[config.mk]
export PLATFORM = sky130hd
export DESIGN_NAME = uart_string_tx
export DESIGN_NICKNAME = d
export VERILOG_FILES = /design/src/rtl/uart_string_tx.sv
export SDC_FILE = /design/constraint.sdc
export NUM_CORES = 1
export LEC_CHECK = 0
export CAP_MARGIN = 25
export CORE_ASPECT_RATIO = 1.5
export CORE_UTILIZATION = 35
export DETAILED_ROUTE_END_ITERATION = 10
export GPL_ROUTABILITY_DRIVEN = 0
export PLACE_DENSITY_LB_ADDON = 0.05
export SLEW_MARGIN = 20
export SYNTH_ARGS = -nofsm -noshare
export SYNTH_HDL_FRONTEND = slang
export SYNTH_SLANG_ARGS = --single-unit
[constraint.sdc]
create_clock -name clk -period 2.35 [get_ports clk]
set_input_delay 0.705 -clock clk [delete_from_list [all_inputs] [get_ports clk]]
set_output_delay 0.705 -clock clk [all_outputs]
set_load 0.01 [all_outputs]
[src/rtl/uart_string_tx.sv]
// UART string transmitter with a writable character buffer,
// built-in serializer, repeat mode and frame-boundary abort.
module uart_string_tx #(
  parameter int CYCLES_PER_BIT = 10416,
  parameter int MAX_LEN        = 16,
  parameter int DATA_BITS      = 8,
  parameter int PARITY_EN      = 0,
  parameter int PARITY_ODD     = 0,
  parameter int STOP_BITS      = 1,
  parameter int GAP_BITS       = 0
) (
  input  logic                       clk,
  input  logic                       rst_n,
  input  logic                       wr_en,
  input  logic [$clog2(MAX_LEN)-1:0] wr_addr,
  input  logic [7:0]                 wr_data,
  input  logic [$clog2(MAX_LEN):0]   len,
  input  logic                       start,
  input  logic                       repeat_mode,
  input  logic                       abort,
  output logic                       busy,
  output logic                       done,
  output logic [$clog2(MAX_LEN)-1:0] char_idx,
  output logic                       uart_tx
);

  localparam int AW = $clog2(MAX_LEN);
  localparam int LW = AW + 1;
  localparam int CW = $clog2(CYCLES_PER_BIT);
  localparam int NW = 16;

  localparam logic [CW-1:0] CNT_LAST = CW'(CYCLES_PER_BIT - 1);
  localparam logic [NW-1:0] DB_LAST  = NW'(DATA_BITS - 1);
  localparam logic [NW-1:0] SB_LAST  = NW'(STOP_BITS - 1);
  localparam logic [NW-1:0] GB_LAST  = NW'(GAP_BITS - 1);
  localparam logic [LW-1:0] LEN_MAX  = LW'(MAX_LEN);

  typedef enum logic [2:0] {
    IDLE, LOAD, START, DATA, PARITY, STOP, GAP
  } state_t;

  state_t               state, state_n;
  logic [CW-1:0]        cnt, cnt_n;
  logic [NW-1:0]        nb, nb_n;
  logic [DATA_BITS-1:0] sh, sh_n;
  logic                 par, par_n;
  logic [AW-1:0]        idx_n;
  logic [LW-1:0]        len_q, len_n, len_c;
  logic                 busy_n, done_n, tx_n;
  logic                 ab, ab_n;
  logic                 start_q, rise_q;
  logic                 bit_end, frame_end, last;
  logic [7:0]           rd;
  logic [7:0]           mem [MAX_LEN];

  // No reset: buffer contents are don't-care until written.
  always_ff @(posedge clk) begin
    if (wr_en) mem[wr_addr] <= wr_data;
  end

  always_ff @(posedge clk or negedge rst_n) begin
    if (!rst_n) begin
      start_q <= 1'b0;
      rise_q  <= 1'b0;
    end else begin
      start_q <= start;
      rise_q  <= start & ~start_q & ~busy;
    end
  end

  always_ff @(posedge clk or negedge rst_n) begin
    if (!rst_n) begin
      state    <= IDLE;
      cnt      <= '0;
      nb       <= '0;
      sh       <= '0;
      par      <= 1'b0;
      char_idx <= '0;
      len_q    <= '0;
      busy     <= 1'b0;
      done     <= 1'b0;
      ab       <= 1'b0;
      uart_tx  <= 1'b1;
    end else begin
      state    <= state_n;
      cnt      <= cnt_n;
      nb       <= nb_n;
      sh       <= sh_n;
      par      <= par_n;
      char_idx <= idx_n;
      len_q    <= len_n;
      busy     <= busy_n;
      done     <= done_n;
      ab       <= ab_n;
      uart_tx  <= tx_n;
    end
  end

  assign len_c   = (len > LEN_MAX) ? LEN_MAX : len;
  assign bit_end = (cnt == CNT_LAST);
  assign last    = ({1'b0, char_idx} == len_q - 1'b1);

  always_comb begin
    state_n   = state;
    cnt_n     = cnt + 1'b1;
    nb_n      = nb;
    sh_n      = sh;
    par_n     = par;
    idx_n     = char_idx;
    len_n     = len_q;
    busy_n    = busy;
    done_n    = 1'b0;
    ab_n      = ab | (busy & abort);
    frame_end = 1'b0;
    rd        = mem[char_idx];
    tx_n      = 1'b1;

    unique case (state)
      IDLE: begin
        cnt_n = '0;
        ab_n  = 1'b0;
        if (rise_q) begin
          len_n = len_c;
          if (len_c == '0) begin
            done_n = 1'b1;
          end else begin
            state_n = LOAD;
            busy_n  = 1'b1;
            idx_n   = '0;
          end
        end
      end
      LOAD: begin
        sh_n    = rd[DATA_BITS-1:0];
        par_n   = (^sh_n) ^ 1'(PARITY_ODD);
        state_n = START;
        cnt_n   = '0;
      end
      START: begin
        if (bit_end) begin
          state_n = DATA;
          cnt_n   = '0;
          nb_n    = '0;
        end
      end
      DATA: begin
        if (bit_end) begin
          cnt_n = '0;
          if (nb == DB_LAST) begin
            state_n = (PARITY_EN != 0) ? PARITY : STOP;
            nb_n    = '0;
          end else begin
            nb_n = nb + 1'b1;
            sh_n = sh >> 1;
          end
        end
      end
      PARITY: begin
        if (bit_end) begin
          state_n = STOP;
          cnt_n   = '0;
          nb_n    = '0;
        end
      end
      STOP: begin
        if (bit_end) begin
          cnt_n = '0;
          if (nb == SB_LAST) begin
            nb_n = '0;
            if (GAP_BITS > 0) state_n = GAP;
            else frame_end = 1'b1;
          end else begin
            nb_n = nb + 1'b1;
          end
        end
      end
      GAP: begin
        if (bit_end) begin
          cnt_n = '0;
          if (nb == GB_LAST) begin
            nb_n      = '0;
            frame_end = 1'b1;
          end else begin
            nb_n = nb + 1'b1;
          end
        end
      end
      default: state_n = IDLE;
    endcase

    // Pass ends on abort or last char; repeat restarts without idling.
    if (frame_end) begin
      ab_n = 1'b0;
      if (ab | abort) begin
        done_n  = 1'b1;
        idx_n   = '0;
        state_n = IDLE;
        busy_n  = 1'b0;
      end else if (last) begin
        done_n = 1'b1;
        idx_n  = '0;
        if (repeat_mode) begin
          state_n = LOAD;
        end else begin
          state_n = IDLE;
          busy_n  = 1'b0;
        end
      end else begin
        idx_n   = char_idx + 1'b1;
        state_n = LOAD;
      end
    end

    unique case (state_n)
      START:   tx_n = 1'b0;
      DATA:    tx_n = sh_n[0];
      PARITY:  tx_n = par_n;
      default: tx_n = 1'b1;
    endcase
  end

endmodule

==> results.sh <==
export IMPL_status="complete, but fails checks"
export IMPL_violations="setup timing"
export IMPL_yosysTopAreaCell="edfxtp_1"
export IMPL_drc=0
export IMPL_cp_slowest_stage_delay_ns=0.47
export IMPL_synth_warnings=0
export IMPL_hold_viol=0
export IMPL_ctsHoldBuffers=0
export IMPL_hold_path_class="in2async"
export IMPL_clk_latency_ns=0.44
export IMPL_ys_types=62
export IMPL_grt_pass1_vias=5736
export IMPL_r2r_cells=11
export IMPL_io_buffers=29
export IMPL_rrSetupSlack_ns=-0.09
export IMPL_vias=5410
export IMPL_coreArea_um2=23000
export IMPL_period_share_pct=104
export IMPL_num_antenna_cells=0
export IMPL_start_util_pct=35.7
export IMPL_grt_max_degree=35
export IMPL_layout_common_cells="edfxtp_1 (128), buf_4 (114), dfrtp_1 (54), nor2_1 (53), nand2_1 (36)"
export IMPL_clkTransAtPathRegs_ns=0.07
export IMPL_htreeDepth=4
export IMPL_crit_type="reg2reg"
export IMPL_peakVddDrop_mv=0.526
export IMPL_grt_overflow=0
export IMPL_powerDensity_nw_per_um2=741
export IMPL_post_dp_hpwl_mm=14.7
export IMPL_synth_seq_cells=185
export IMPL_synth_top_area_share_pct=46.9
export IMPL_place_area_um2=9610
export IMPL_mostFrequentLayoutCell="edfxtp_1"
export IMPL_rows=68
export IMPL_clock_path_buffers=2
export IMPL_ios=30
export IMPL_synthArstFlopShare_pct=30.8
export IMPL_synth_edf_count=128
export IMPL_min_period_ns=2.44
export IMPL_cp_max_fo=7
export IMPL_drt_first_pass_iters=5
export IMPL_synthCells=600
export IMPL_cts_root_buffer="clkbuf_16"
export IMPL_final_max_slew_viol_count=0
export IMPL_rsz0062_at_grt="true"
export IMPL_cts_tree="yes"
export IMPL_arrival_ns=2.76
export IMPL_start_kind="register"
export IMPL_globalRouteTotalUtil_pct=17.7
export IMPL_drive_gt1_share_pct=30.5
export IMPL_antenna_found_initial=0
export IMPL_skew_ns=0.0102
export IMPL_die_x_um=127
export IMPL_ant_nets=0
export IMPL_avgSynthCellArea_um2=13.7
export IMPL_postLayoutCellArea_um2=10600
export IMPL_drv_cap=0
export IMPL_wl_per_cell_um=18.9
export IMPL_timing_rr_end="nb[13]$_DFFE_PN0P_"
export IMPL_synth_area_top_cells="edfxtp_1 (47%), dfrtp_1 (17%), mux4_2 (4.4%)"
export IMPL_drt_iter0_markers=220
export IMPL_finalSetupViolCount=13
export IMPL_max_freq_mhz=410
export IMPL_worst_setup_path_end_kind="register"
export IMPL_p_leak_nw=3.91
export IMPL_cts_buffers=17
export IMPL_path_cells="ha_2 > or4bb_4 > nor4_4 > o22ai_2 > a211oi_2 > buf_4 > buf_6 > buf_6 > nor2_2 > o21ai_1 > o21ai_1"
export IMPL_ys_flop_type="edfxtp_1"
export IMPL_worstPathRequired_ns=2.67
export IMPL_syn_num_nets=628
export IMPL_setup_ws_ns=-0.0906
export IMPL_finalNetCount=783
export IMPL_die_area_um2=24000
export IMPL_syn_area_um2=8190
export IMPL_area_growth_pct=29.8
export IMPL_routed_wl_mm=19.8
export IMPL_die_y_um=189
export IMPL_relSlewSlack_pct=60.4
export IMPL_cts_sinks=185
export IMPL_timing_rr_start="nb[1]$_DFFE_PN0P_"
export IMPL_worst_pin_slew_ns=0.593
export IMPL_crit_slowest_cell="or4bb_4"
export IMPL_drt_vias_per_instance=5.16
export IMPL_power_mw=7.88
export IMPL_ys_seq_area_share_pct=64.4
export IMPL_grt_first_pass_wirelength_mm=31.7
[stage by stage]
| step | TNS [ns] | hold slack, ns | util [%] | cells | setup slack (ns) |
|---|---|---|---|---|---|
| after global routing | -3.11 | 0.0421 | 46.3 | 1048 | -0.230 |
| final | -0.500 | 0.0648 | 46.3 | 1048 | -0.0906 |
| after floorplan | -1.06 | 0.382 | - | 600 | -0.0944 |
| after detailed placement | -2.67 | 0.395 | 41.8 | 994 | -0.273 |
| after CTS | -0.710 | 0.0425 | 45.5 | 1037 | -0.0697 |
| after global placement | -1.73 | 0.396 | 41.8 | 994 | -0.258 |
[per-layer routing]
metal	up-vias	global-route usage (%)	part of all wire (%)
met5	-	0	0
met4	0	5.59	1.5
met3	20	3.33	2.3
met2	70	33.9	57
met1	2712	19.4	40
li1	2608	-	-
[power by group]
part	total, mW	switching (mW)	leakage [nW]	internal, mW
sequential	3.93	0.200	1.90	3.73
combinational	1.04	0.506	1.73	0.531
clock	2.91	1.31	0.290	1.61
[final cells by class]
type	instances	area, um2
Clock buffer	17	425
Clock inverter	15	176
Fill cell	2074	12300
Inverter	12	45.0
Multi-Input combinational cell	380	2980
Sequential cell	185	5270
Tap cell	280	350
Timing Repair Buffer	159	1380
[worst max-delay path: cells and delay by family, from the launching register on]
family,cells,cell delay (ns)
compound gates,4,0.55
fa+ha+maj,1,0.19
buf+inv,3,0.39
flops,1,0.39
simple gates,3,0.80
[sequential cells by signal, summed over array words and instances, names as in the netlist]
register  count
state         3
rise_q        1
sh            8
uart_tx       1
done          1
cnt          14
char_idx      4
mem         128
ab            1
len_q         5
par           1
nb           16
start_q       1
busy          1
[worst max path at each step]
| stage | slack [ns] | start | endpoint |
|---|---|---|---|
| CTS | -0.07 | nb[0]$_DFFE_PN0P_ | nb[6]$_DFFE_PN0P_ |
| finish | -0.09 | nb[1]$_DFFE_PN0P_ | nb[13]$_DFFE_PN0P_ |
| floorplan | -0.09 | nb[0]$_DFFE_PN0P_ | nb[15]$_DFFE_PN0P_ |
| global route | -0.23 | nb[1]$_DFFE_PN0P_ | nb[13]$_DFFE_PN0P_ |
| detailed placement | -0.27 | char_idx[2]$_DFFE_PN0P_ | par$_DFF_PN0_ |
| global placement | -0.26 | char_idx[2]$_DFFE_PN0P_ | par$_DFF_PN0_ |
[synthesized netlist by cell type, types with 10 or more instances]
cell type and count:
edfxtp_1 128, dfrtp_1 56, nor2_1 56, nand2_1 37, mux2i_1 32, nand2b_1 22, o21ai_0 18, mux4_2 16
o21ai_1 14, a21oi_1 13, a221oi_1 13, clkbuf_1 11, inv_1 11, nand3_1 11, nor3_1 11, xnor2_1 11
xor2_1 10
[cells by family (layout without fill, tap and decap cells)]
| kind of cell | Yosys count | count (layout) | synth area share [%] |
|---|---|---|---|
| simple gates | 196 | 196 | 12.8 |
| flops | 185 | 185 | 64.4 |
| compound gates | 107 | 107 | 9.09 |
| mux | 50 | 50 | 8.58 |
| buf+inv | 35 | 203 | 1.94 |
| xor+xnor | 22 | 22 | 2.52 |
| fa+ha+maj | 5 | 5 | 0.764 |
[timing repair]
item / in CTS / in global routing
setup endpoints to repair: 26 / 30
buffers inserted: 9 / 12
gates cloned: 2 / 0
pin swaps: 20 / 26
resized for setup: 43 / 22
Power figures use the tool's default switching activity.
==> patch 1, RTL diff (same settings) <==
Set the parameter `CYCLES_PER_BIT` to 5208 (it was 10416).
--- a/src/rtl/uart_string_tx.sv
+++ b/src/rtl/uart_string_tx.sv
@@ -1,7 +1,7 @@
 // UART string transmitter with a writable character buffer,
 // built-in serializer, repeat mode and frame-boundary abort.
 module uart_string_tx #(
-  parameter int CYCLES_PER_BIT = 10416,
+  parameter int CYCLES_PER_BIT = 5208,
   parameter int MAX_LEN        = 16,
   parameter int DATA_BITS      = 8,
   parameter int PARITY_EN      = 0,
Formal check against the unedited RTL: same outputs for any inputs over 10 cycles, from zero or initial values and one cycle with rst_n low; that may be too few to reach the edited logic, so the function may still have changed.
==> patch 1 against the original RTL <==
Wire length fell by 4.2%; worst setup slack better by 110 ps; clock skew shrank 3.2 ps; first-iteration DRC count is 11% higher; synthesized area shrank 1.7%; critical path depth unchanged; sequential cell count shrank 1; global-route usage fell by 0.90 points; cell count shrank 7.2%; maximum frequency is 4.8% higher; design area is 5.3% lower; via count decreased by 6.8%.
Power is not compared: it rests on default switching activity, and its combinational part moved more than twofold at a synthesized area within 25%.
==> patch 1: results (changes against the original RTL) <==
- The run finished with clean final reports.
- Clock latency reported for the late side of the worst-skew pair: 440 ps (about the same)
- Ratio of cells with drive above 1 in the final layout: 0.2927 (-0.01200)
- The maximum clock skew at final layout was 7.049 ps (-3.173 ps).
- Top post-synthesis cells by count: sky130_fd_sc_hd__edfxtp_1 (128), sky130_fd_sc_hd__dfrtp_1 (55), sky130_fd_sc_hd__nand2_1 (53), sky130_fd_sc_hd__nor2_1 (48), sky130_fd_sc_hd__mux4_2 (32)
- Transition at the pin with the smallest max-transition slack: 645.2 ps (+52.43 ps)
- Number of placed cells counting well taps: 921 (-7.3%)
* Average wire per cell in the routed design: 19.52 um (+3.2%)
* Post-placement cell area: 9130 um^2 (-5.0%)
* First-pass detailed-route iteration total: 4 (-1)
- The critical-path maximum fanout is 5 (-2).
- Pin count of the biggest net entering global routing: 26 (-26%)
* Leakage: 3.685 nW
- Net total in the final layout: 712 (-9.1%)
- The fraction of registers with async set/reset was 0.3043 (-0.003760).
- Arrival time at the worst endpoint: 2650 ps (-110 ps)
- First-iteration detailed-routing DRC count: 244 (+11%)
- Net Count, Synth: 597 (-4.9%)
- The per-cell via count in the routed design is 5.183 (+0.40%).
- Of the total power, the share spent switching nets is 0.2341.
- The post-synthesis sequential area ratio came to 0.6517 (+0.008193).
* Count of input and output buffers: 29 (unchanged)
- The number of warnings issued by yosys came to 0 (unchanged).
- The gate count after technology mapping came to 569 (-5.2%).
- The via count of the first global-routing pass came to 5161 (-10%).
- The pre-CTS setup slack is -100.4 ps (+172.9 ps).
* VDD IR max: 0.4907 mV
- Final HPWL DP: 13.79 mm (-6.3%)
- The unique cell type count in the Yosys netlist was 60 (-3.2%).
- Leading cell types by total area after synthesis: sky130_fd_sc_hd__edfxtp_1 (48%), sky130_fd_sc_hd__dfrtp_1 (17%), sky130_fd_sc_hd__mux4_2 (9.0%)
* First-pass GRT wire length: 29.30 mm (-7.6%)
- Cell at the root of the clock tree: sky130_fd_sc_hd__clkbuf_16
* Clock-pin slew of the registers on the worst-case setup and hold paths: 70 ps (about the same)
* Number of vias in the routed layout: 5043 (-6.8%)
* Post-synth EDFFs: 128 (unchanged)
- Registers with the highest flip-flop counts: mem: 128 flops, nb: 16 flops, cnt: 13 flops
* Number of antenna violations at the first check in global routing: 0 (unchanged)
* Area used by sequential logic in the layout: 5253 um^2 (-0.40%)
* Number of H-tree levels: 4 (unchanged)
* Sum of overflow across all layers after global routing: 0 (unchanged)
- Crit path max-delay cell type: sky130_fd_sc_hd__dfrtp_1
- The highest cell delay on the worst timing path was 420 ps (-50 ps).
- The number of filler instances in the final layout is 2067 (-0.34%).
* Longest Clk Path Bufs: 2 (unchanged)
* Global Route Usage Sum: 0.1683 (-0.008984)
==> patch 1: cell count changes after synthesis, moves of 9 or more <==
cell / delta
sky130_fd_sc_hd__mux4_2: +16
sky130_fd_sc_hd__o21ai_1: -9
sky130_fd_sc_hd__a22oi_1: +17
sky130_fd_sc_hd__nand2_1: +16
sky130_fd_sc_hd__a221o_1: -9
sky130_fd_sc_hd__a221oi_1: -13
sky130_fd_sc_hd__nand2b_1: -12
sky130_fd_sc_hd__mux2i_1: -31
==> patch 1: final timing paths <==
check / startpoint / slack, ps / to
worst max-delay path: nb[1]$_DFFE_PN0P_ / 20 / nb[2]$_DFFE_PN0P_
worst min-delay path: rst_n / 210 / len_q[4]$_DFFE_PN0P_
worst max register to register: nb[1]$_DFFE_PN0P_ / 20 / nb[2]$_DFFE_PN0P_
worst min register to register: start_q$_DFF_PN0_ / 420 / rise_q$_DFF_PN0_
max in group asynchronous: rst_n / 1450 / char_idx[3]$_DFFE_PN0P_
min in group clk: start_q$_DFF_PN0_ / 420 / rise_q$_DFF_PN0_
==> patch 1: logic make-up (layout without fill, tap and decap cells) <==
family / Yosys count / after routing / share of synthesized area
AOI/OAI and AO/OA: 97 / 97 / 0.08222
muxes: 34 / 34 / 0.09217
buffers and inverters: 35 / 163 / 0.01974
and+or+nand+nor: 191 / 191 / 0.1214
DFF: 184 / 184 / 0.6517
xor gates and xnor gates: 23 / 23 / 0.02502
adders and majority gates: 5 / 5 / 0.007771
==> patch 1: power groups by stage <==
stage | clock network [mW] | logic [mW] | registers, mW
floorplan | 0 | 0.179 | 3.72
global placement | 0 | 0.368 | 3.74
detailed placement | 0 | 0.378 | 3.74
CTS | 2.73 | 0.380 | 3.68
global route | 2.84 | 0.431 | 3.69
finish | 2.67 | 0.385 | 3.67
==> patch 1: layout make-up <==
type / instances / share of cell area
Multi-Input combinational cell: 350 / 0.2806
Timing Repair Buffer: 122 / 0.1063
Tap cell: 276 / 0.03428
Clock buffer: 17 / 0.04223
Clock inverter: 15 / 0.01167
Sequential cell: 184 / 0.5214
Inverter: 9 / 0.003602
==> patch 1: timing repair <==
action / in CTS / in global routing
endpoints found under the setup margin: 10 / 26
cloned: 0 / 1
gates resized for setup: 7 / 55
pin swaps: 0 / 20
buffers inserted: 0 / 19
==> patch 1: critical path, delay by kind of cell (launching register included) <==
family / cells / cell delay [ps]
compound gates: 4 / 860
simple gates: 3 / 390
fa+ha+maj: 1 / 130
buf+inv: 3 / 400
flops: 1 / 420
==> patch 1: layer usage <==
| layer | global-route usage | share of wire | up-vias |
|---|---|---|---|
| li1 | - | - | 2415 |
| met4 | 0.05746 | 0.013 | 0 |
| met1 | 0.1767 | 0.38 | 2553 |
| met2 | 0.3316 | 0.59 | 56 |
| met3 | 0.02853 | 0.019 | 19 |
| met5 | 0 | 0 | - |
==> patch 2, RTL diff (config.mk and constraints unchanged) <==
Made on the original files. The 7 states of `state_t` get a one-hot encoding in 7 bits.
--- a/src/rtl/uart_string_tx.sv
+++ b/src/rtl/uart_string_tx.sv
@@ -35,8 +35,8 @@
   localparam logic [NW-1:0] GB_LAST  = NW'(GAP_BITS - 1);
   localparam logic [LW-1:0] LEN_MAX  = LW'(MAX_LEN);
 
-  typedef enum logic [2:0] {
-    IDLE, LOAD, START, DATA, PARITY, STOP, GAP
+  typedef enum logic [6:0] {
+    IDLE = 7'b0000001, LOAD = 7'b0000010, START = 7'b0000100, DATA = 7'b0001000, PARITY = 7'b0010000, STOP = 7'b0100000, GAP = 7'b1000000
   } state_t;
 
   state_t               state, state_n;
Formal check against the unedited RTL: no difference found for any inputs over 10 cycles, from zero or initial values and one cycle with rst_n low; not proved beyond that.
==> patch 2 against the original RTL <==
Sequential share of layout area up 2.8 points; clock skew down 2.3 ps; via count down 3.8%; global-route usage down 0.56 points; worst setup slack better by 150 ps; sequential cell count up 4; synthesized cell count up 1.8%; wire length down 2.0%; synthesized area up 2.6%; design area down 3.4%.
Power is not compared: it rests on default switching activity, and its combinational part moved more than twofold at a synthesized area within 25%.
==> patch 2: results (changes against the original RTL) <==
* Result of the run: complete, no violations
- Dominant synthesized flop cell: sky130_fd_sc_hd__edfxtp_1
- Ratio of cells with drive above 1 in the final layout: 0.2448 (-0.05990)
- The count of port buffers added during placement is 29 (unchanged).
* Pin count of the biggest net entering global routing: 34 (-2.9%)
- Worst slew slack as a fraction of its limit: 0.5395 (-0.06408)
* Vias in the first global route: 5528 (-3.6%)
* Average wire per cell in the routed design: 18.71 um (-1.1%)
* Number of H-tree levels: 4 (unchanged)
- The critical-path maximum fanout is 9 (+2).
- R2r worst-path depth: 9 (-2)
* Clock tree from TritonCTS: done
- Arrival time at the worst endpoint: 2610 ps (-150 ps)
- The highest cell delay on the worst timing path was 510 ps (+40 ps).
- Fraction of registers with async set or reset after synthesis: 0.3228 (+0.01464)
* Global Route Usage Sum: 0.1717 (-0.005553)
- The per-cell via count in the routed design was 5.013 (-2.9%).
- Capturing point of the worst reg2reg path: par$_DFF_PN0_
- The commonest cells after synthesis are sky130_fd_sc_hd__edfxtp_1 (128), sky130_fd_sc_hd__dfrtp_1 (59), sky130_fd_sc_hd__nand2_1 (58), sky130_fd_sc_hd__nor2_1 (54), sky130_fd_sc_hd__mux4_2 (32).
* Number of vias in the routed layout: 5204 (-3.8%)
* Register area share after synthesis: 0.6394 (-0.004132)
* Number of placed cells counting well taps: 997 (+0.30%)
- The post-synthesis area per instance came to 13.75 um^2 (+0.73%).
- First-iteration detailed-routing DRC count: 251 (+14%)
- The wire length of the first global-routing pass was 30.90 mm (-2.6%).
* Leakage: 3.686 nW
- The number of nets produced by synthesis came to 639 (+1.8%).
- Largest clock skew in the final design: 7.891 ps (-2.331 ps)
* Leading cell types by total area after synthesis: sky130_fd_sc_hd__edfxtp_1 (46%), sky130_fd_sc_hd__dfrtp_1 (18%), sky130_fd_sc_hd__mux4_2 (8.6%)
- Source of the worst register-to-register timing path: char_idx[0]$_DFFE_PN0P_
* CTS Buf Count: 17 (unchanged)
- For this design, the slowest cell found on the critical path is sky130_fd_sc_hd__mux4_2.
- The number of antenna violations at the first check in global routing was 0 (unchanged).
- The root buffer cell chosen for the clock tree is sky130_fd_sc_hd__clkbuf_16.
- Register-to-register path setup slack: 60 ps (+150 ps)
- Count of antenna diodes in the layout: 0 (unchanged)
- Final HPWL DP: 13.96 mm (-5.1%)
- Post-placement cell area: 9465 um^2 (-1.5%)
- The number of nets in the layout is 734 (-6.3%).
- First-pass detailed-route iteration total: 4 (-1)
- The number of filler instances in the final layout was 2198 (+6.0%).
- The unique cell type count in the Yosys netlist came to 66 (+6.5%).
## patch 2: cell count changes after synthesis, sizes merged, moves of 8 or more
cell	change
nand2b	-10
mux4	+16
mux2i	-31
a221o	-9
inv	+11
nand2	+21
nand3	+12
a22oi	+17
nor3	+8
a221oi	-13
## patch 2: metal layers
metal | GRT usage | up-vias | wire length [um]
li1 | - | 2503 | -
met1 | 0.1862 | 2626 | 7340
met2 | 0.3331 | 59 | 11420
met3 | 0.02869 | 16 | 390
met4 | 0.05430 | 0 | 261
met5 | 0 | - | 0
## patch 2: worst max path at each step
stage / from / slack, ps / end / depth (start not counted)
detailed placement: wr_addr[2] / -260 / mem[8][1]$_DFFE_PP_ / 5
global route: cnt[10]$_DFF_PN0_ / -20 / nb[12]$_DFFE_PN0P_ / 9
floorplan: wr_addr[2] / 150 / mem[0][0]$_DFFE_PP_ / 2
CTS: char_idx[0]$_DFFE_PN0P_ / 10 / char_idx[0] / 2
finish: char_idx[0]$_DFFE_PN0P_ / 60 / par$_DFF_PN0_ / 9
global placement: wr_addr[2] / -250 / mem[8][1]$_DFFE_PP_ / 5
## patch 2: timing repair
action | CTS | global route
endpoints found under the setup margin | 3 | 15
cloned | 0 | 1
buffers inserted | 2 | 6
hold buffers | 0 | 0
resized for setup | 3 | 25
pin swaps | 0 | 9
## patch 2: kinds of logic after synthesis
family / synth area share
compound gates: 0.07728
xor+xnor: 0.02710
fa+ha+maj: 0.007445
buf+inv: 0.02457
flops: 0.6394
mux: 0.08830
simple gates: 0.1359
## patch 2: area by class of cell
class                           count  area [um^2]  share of cell area
Clock buffer                       18        429.2             0.04179
Clock inverter                     14        168.9             0.01645
Inverter                           22        82.58            0.008041
Multi-Input combinational cell    378         2912              0.2835
Sequential cell                   189         5376              0.5235
Tap cell                          319        399.1             0.03886
Timing Repair Buffer               98        902.1             0.08784
## patch 2: power by group
group / switching, mW / internal, mW / total, mW
logic: 0.217 / 0.170 / 0.387
clock network: 1.26 / 1.67 / 2.93
registers: 0.0501 / 3.65 / 3.70
total: 1.53 / 5.50 / 7.02
## patch 2: per-stage QoR
| stage | setup WS, ps | hold slack (ps) | TNS [ps] |
|---|---|---|---|
| after floorplan | 152.1 | 382.4 | 0 |
| after global placement | -250.5 | 397.1 | -2150 |
| after detailed placement | -264.2 | 394.7 | -2359 |
| after CTS | 12.10 | 171.7 | 0 |
| after global routing | -17.03 | 198.5 | -25.18 |
| final | 59.24 | 185.8 | 0 |
## patch 2: worst max-delay path, delay by kind of cell (launching register included)
kind | cells | cell delay (ps)
XOR/XNOR | 3 | 490
buffers and inverters | 2 | 280
AO/OA/AOI/OAI | 2 | 340
flip-flops | 1 | 400
multiplexers | 1 | 510
AND/OR/NAND/NOR | 1 | 140
